### src/rtl/dist_ram_sync_q_if.sv
// Bus bundle for dist_ram_sync_q: address, write data/enable, output-register enable, read data.
// Optional spo (unregistered read) appears when DIST_RAM_SPO_EN is defined.
interface dist_ram_sync_q_if #(
  parameter int DATA_WIDTH = 32,
  parameter int ADDR_WIDTH = 6
);
  logic [ADDR_WIDTH-1:0] a;
  logic [DATA_WIDTH-1:0] d;
  logic                  we;
  logic                  qspo_ce;
  logic [DATA_WIDTH-1:0] qspo;
`ifdef DIST_RAM_SPO_EN
  logic [DATA_WIDTH-1:0] spo;

  modport master (output a, d, we, qspo_ce, input qspo, spo);
  modport slave  (input a, d, we, qspo_ce, output qspo, spo);
`else
  modport master (output a, d, we, qspo_ce, input qspo);
  modport slave  (input a, d, we, qspo_ce, output qspo);
`endif
endinterface

### src/rtl/dist_ram_sync_q.sv
// 64x32 single-port distributed RAM: synchronous write, combinational read into a
// registered output (qspo) with clock enable and sync reset. DIST_RAM_SPO_EN exposes spo.
module dist_ram_sync_q #(
  parameter int DATA_WIDTH = 32,
  parameter int ADDR_WIDTH = 6,
  parameter int DEPTH      = 2**ADDR_WIDTH
) (
  input  logic               clk,
  input  logic               qspo_srst,
  dist_ram_sync_q_if.slave   bus
);

  // Power-up contents come from declaration initialisers; qspo_srst never touches the array.
  logic [DATA_WIDTH-1:0] mem_q [DEPTH] = '{default: '0};
  logic [DATA_WIDTH-1:0] qspo_q = '0;
  logic [DATA_WIDTH-1:0] qspo_d;
  logic [DATA_WIDTH-1:0] spo_w;

  always_comb begin
    spo_w = mem_q[bus.a];
  end

  always_comb begin
    qspo_d = qspo_q;
    if (bus.qspo_ce) qspo_d = spo_w;
  end

  // spo_w is sampled before the write lands, so same-address read-during-write returns the old word.
  always_ff @(posedge clk) begin
    if (qspo_srst) qspo_q <= '0;
    else           qspo_q <= qspo_d;
  end

  always_ff @(posedge clk) begin
    if (bus.we) mem_q[bus.a] <= bus.d;
  end

  assign bus.qspo = qspo_q;
`ifdef DIST_RAM_SPO_EN
  assign bus.spo  = spo_w;
`endif

endmodule

### src/flat_wrapper.sv
// flat-port wrapper written by rule: the top's interface ports become plain ports
module dist_ram_sync_q_flat 
#(
  parameter int DATA_WIDTH = 32,
  parameter int ADDR_WIDTH = 6,
  parameter int DEPTH      = 2**ADDR_WIDTH
)
  (clk, qspo_srst, bus_a, bus_d, bus_we, bus_qspo_ce, bus_qspo);
  dist_ram_sync_q_if #(.DATA_WIDTH(DATA_WIDTH), .ADDR_WIDTH(ADDR_WIDTH)) bus_i ();
  input  logic clk;
  input  logic qspo_srst;
  input wire logic [$bits(bus_i.a)-1:0] bus_a;
  input wire logic [$bits(bus_i.d)-1:0] bus_d;
  input wire logic [$bits(bus_i.we)-1:0] bus_we;
  input wire logic [$bits(bus_i.qspo_ce)-1:0] bus_qspo_ce;
  output wire logic [$bits(bus_i.qspo)-1:0] bus_qspo;
  assign bus_i.a = bus_a;
  assign bus_i.d = bus_d;
  assign bus_i.we = bus_we;
  assign bus_i.qspo_ce = bus_qspo_ce;
  assign bus_qspo = bus_i.qspo;
  dist_ram_sync_q #(.DATA_WIDTH(DATA_WIDTH), .ADDR_WIDTH(ADDR_WIDTH), .DEPTH(DEPTH)) u_core (.clk(clk), .qspo_srst(qspo_srst), .bus(bus_i));
endmodule
### config.mk
export PLATFORM = sky130hd
export DESIGN_NAME = dist_ram_sync_q_flat
export DESIGN_NICKNAME = d
export VERILOG_FILES = /design/src/rtl/dist_ram_sync_q_if.sv /design/src/rtl/dist_ram_sync_q.sv /design/src/flat_wrapper.sv
export SDC_FILE = /design/constraint.sdc
export NUM_CORES = 2
export LEC_CHECK = 0
export CORE_UTILIZATION = 50
export DETAILED_ROUTE_END_ITERATION = 10
export PLACE_DENSITY = 0.66
export SLEW_MARGIN = 20
export SYNTH_ARGS = -nofsm -noshare
export SYNTH_HDL_FRONTEND = slang
export SYNTH_SLANG_ARGS = --single-unit
### constraint.sdc
create_clock -name clk -period 14.1 [get_ports clk]
set_input_delay 3.525 -clock clk [delete_from_list [all_inputs] [get_ports clk]]
set_output_delay 3.525 -clock clk [all_outputs]
set_load 0.02 [all_outputs]
; ---- Word level (Yosys, flattened, before mapping)
; Memories as Yosys holds them, arrays and structs flattened. A register that Yosys moved wholly into a read port is not among the register bits.
; Index checks and enable logic that the tools add are counted.
[word_totals]
ram_bits = 2048
wordCells = 3
inputBits = 42
n_memories = 1
reg_bits = 0
output_inout_bits = 32
[mem_list]
columns = name, words, width, rd, rd_clocked_by_memory_dff, write_ports, line
row1 = u_core.mem_q, 64, 32, 1, 1, 1, dist_ram_sync_q.sv:14  ; logic [DATA_WIDTH-1:0] mem_q [DEPTH] = '{default: '0};
[classes]
mux = 2
[ops]
columns = op, n
row1 = 1-bit two-way mux, 2

; ---- Depth between registers and ports, before layout
[depth]
depth_word = 2
ltp_mapped = 12
depth_no_buf = 6

; ---- Least setup slack after synthesis
; Ideal clock, no wire load.
[synth_timing]
path_type = input -> register
start = input port bus_a[4]
end = memory u_core.mem_q[49][0], enable pin
path_buffers = 5
arrival_ns = 7.030
required_ns = 13.639
setup_time_ns = 0.461
stages = 8
slack_ns = 6.609
path_cell_list = buf_2 -> buf_2 -> and3b_1 -> clkbuf_1 -> buf_2 -> buf_2 -> nand2_1 -> nor3_1
[synth_rtl]
columns = item, line
row1 = from (decl), flat_wrapper.sv:12  ; input wire logic [$bits(bus_i.a)-1:0] bus_a;
row2 = to (decl), dist_ram_sync_q.sv:14
; No word-level cell before the write port.

; ---- Worst setup path after layout
[layout_timing]
start = input port bus_a[2]
end = memory u_core.mem_q[63][11], enable pin
; No word-level cell before the write port.

==> summary.md <==
| Metric | Value |
|---|---|
| Skew-Pair Late Insertion Delay | 0.86 ns |
| Synth async-reset ratio | 0 |
| Vias per cell | 7.07 |
| Cell breakdown of the critical path | buf_8 -> buf_4 -> buf_4 -> and3_1 -> buf_4 -> nand2_1 -> nor2_4 -> buf_4 |
| Port Buffers | 73 |
| Critical path's largest stage delay | 0.86 ns |
| Die Height | 402 um |
| Buf/Inv on CP | 5 |
| Crit path top cell by count | buf_4 |
| Setup TNS | 0 ns |
| Met2 Usage GRT | 0.480 |
| Number of max-cap violations | 0 |
| Period utilization | 0.527 |
| Peak VDD IR | 0.000126 V |
| Top-count cell post-synth | edfxtp_1 |
| Worst Tran Pin Value | 1.16 ns |
| Top delay family on crit path | buffers and inverters |
| Top cell type's share of synthesized area | 0.769 |
| Fin crit period | 7.42 ns |
| Vias | 47.8k |
| Critical R2R Launch | u_core.mem_q[7][30] |
| ANT nets after route | 0 |
| Global-route wire length before repair | 365,000 um |
| Hold path endpoint | u_core.bus.qspo[5] |
| RSZ-0062 raised after global routing | false |
| Clock Tree Root | clkbuf_16 |
| GP Congestion | 0.898 |
| Post-CTS Setup Repair Bufs | 0 |
| Number of global-route vias before repair | 45.4k |
| Largest cells by area after synthesis | edfxtp_1 77%, a221oi_1 2.7%, mux4_2 2.6%, mux2i_1 2.5%, mux2_2 2.3% |
| Cell Rows | 146 |
| Compound-Gate Fraction of Synth Area | 0.101 |
| Worst-path clk slew | 0.06 ns |
| Top_reg_cell synth | edfxtp_1 |
| Mapped cell area | 0.0800 mm^2 |
| Avg Inst Size Synth | 18.3 um^2 |
| Flops & latches, synth | 2,080 |
| Hold path start | u_core.bus.qspo[5] |
| Flop-to-flop setup slack | 11.23 ns |
| Rel. slew slack | 0.220 |
| Worst reg2reg path depth | 5 |
| HPWL after DPL | 148,000 um |
| Wire per inst | 39.4 um |
| Worst Setup End Kind | flop |
| Number of enable flip-flop cells after synthesis | 2,048 |
| CTS sink cnt | 2,080 |
| Yosys top cell by area | edfxtp_1 |
| Pre-antenna DRT Iters | 8 |
| Max Clk Rate | 0.135 GHz |
| CP max FO | 51 |
| Mux cell area share after synthesis | 0.0750 |
| Crit path required time | 14.61 ns |
| Slew Limit Fails | 0 |
| Drt drc | 0 |
| Slowest CP cell | nor2_4 |
| CP Class | primary input to flop |
| Yosys Warn Count | 0 |
| DRT iter0 DRCs | 8,624 |
| GRT overflow | 0 |
| Yosys cell types | 73 |
| PnR Total Power | 0.0129 W |
| Largest family of logic cells by synthesized area | compound AO/OA/AOI/OAI gates |
| Post-Syn Nets | 4,418 |
| Die area | 0.162 mm^2 |
| Fin util | 0.567 |
| WL final | 267,000 um |
| Type of origin of the critical path | primary input |
| Fin Hold WS | 0.542 ns |
| Reg2reg end | u_core.bus.qspo[30] |
| Core Footprint | 0.159 mm^2 |
| Final nets | 4,561 |
| IO Pins | 74 |
| TritonCTS clock tree | done |
| Die width | 402 um |
| Adder-cell share of the synthesized area | 0 |
| Hold_buf cts | 0 |
| Hold violation total from the final report | 0 |
| Initial Utilization | 0.504 |
| CP Depth | 8 |
| PostCTS Resize Cnt | 0 |
| P_leak | 28.2 nW |
| Initial antenna violation count | 10 |
| GR Util met3 | 0.0904 |
| Power Density | 144 mW/mm^2 |
| WHS Path Cells | 2 |
| H-tree Lvls | 4 |
| Largest net degree at the start of global routing | 109 |
| Register area share after synthesis | 0.777 |
| Endpoints failing setup | 0 |
| GRT met1 Usage | 0.443 |
| Total GRT Usage | 0.327 |
| Worst Hold Class | flop to flop |
| Status | completed |
| Post-Synthesis Cells | 4,376 |
| Final Skew | 0.0337 ns |
| P&R area growth vs syn | 12.3% |
| Critical path arrival | 7.93 ns |
| XOR/XNOR share of the synthesized area | 0 |
| Share of layout cells above drive strength 1 | 0.187 |
| Synth Area in Simple Gates | 0.0243 |
| TritonCTS Buffers | 198 |
| CTS max path bufs | 3 |
| Synth cell count leaders | 2,048 x edfxtp_1, 242 x a221oi_1, 215 x a22oi_1 |
| GRT busiest layer | met2 |
cell families (layout without fill, tap and decap cells):
logic type	count (synthesis)	in the layout
DFF	2080	2080
AOI/OAI and AO/OA	1083	1083
muxes	461	461
and+or+nand+nor	427	427
buffers and inverters	325	637
other	0	3
tightest hold or removal path, stage by stage (launching register included):
cell and delay (ns):
dfxtp_1 0.35, nor2_1 0.10, a211oi_1 0.05
through the flow:
| step | std cells | setup WS (ns) | area [um^2] |
|---|---|---|---|
| after floorplan | 4376 | 6.61 | 80000 |
| after global placement | 6391 | 6.02 | 83400 |
| after detailed placement | 6391 | 6.01 | 83400 |
| after CTS | 6760 | 6.91 | 89800 |
| after global routing | 6761 | 6.76 | 89800 |
| final | 6763 | 6.68 | 89800 |
placed cells by master, fill, tap and decap left out, drive strengths merged, types with 96 or more instances in the layout:
| cell | n |
|---|---|
| edfxtp | 2048 |
| a22oi | 215 |
| a21oi | 139 |
| nand2 | 120 |
| mux2 | 171 |
| a221oi | 247 |
| o22ai | 100 |
| nor2 | 186 |
| buf | 227 |
| clkbuf | 262 |
| mux2i | 197 |
| o21ai | 96 |
final cells by class:
| class | instances | area, um^2 |
|---|---|---|
| antenna | 3 | 7.51 |
| clock buffer | 262 | 5380 |
| clock inverter | 107 | 993 |
| fill | 11800 | 68700 |
| inverter | 5 | 27.5 |
| multi-input combinational | 1971 | 16600 |
| sequential | 2080 | 62100 |
| tap | 2072 | 2590 |
| timing repair buffer | 263 | 2080 |
layer usage:
metal / part of all wire / vias to the layer above / routed length (um)
li1: - / 18500 / -
met5: 0.00019 / - / 52
met2: 0.44 / 4073 / 117000
met3: 0.14 / 733 / 37100
met1: 0.36 / 24500 / 95100
met4: 0.063 / 10 / 16900
power by group:
| group | internal [W] | switching [W] |
|---|---|---|
| clock | 0.00293 | 0.00233 |
| combinational | 0.000207 | 0.000567 |
| sequential | 0.00684 | 0.0000276 |
| total | 0.00998 | 0.00292 |
sequential cells by signal, summed over array words and instances, names as in the netlist:
| register | count |
|---|---|
| u_core.mem_q | 2048 |
| u_core.bus.qspo | 32 |
how the worst max path moves through the flow:
stage                                       to  slack [ns]     start
final                     u_core.mem_q[63][11]        6.68  bus_a[2]
after global routing      u_core.mem_q[63][11]        6.76  bus_a[2]
after floorplan            u_core.mem_q[49][0]        6.61  bus_a[4]
after detailed placement  u_core.mem_q[63][20]        6.01  bus_a[2]
after CTS                 u_core.mem_q[63][11]        6.91  bus_a[2]
after global placement    u_core.mem_q[63][10]        6.02  bus_a[2]
Note: power is estimated with default switching activity, not from simulation.
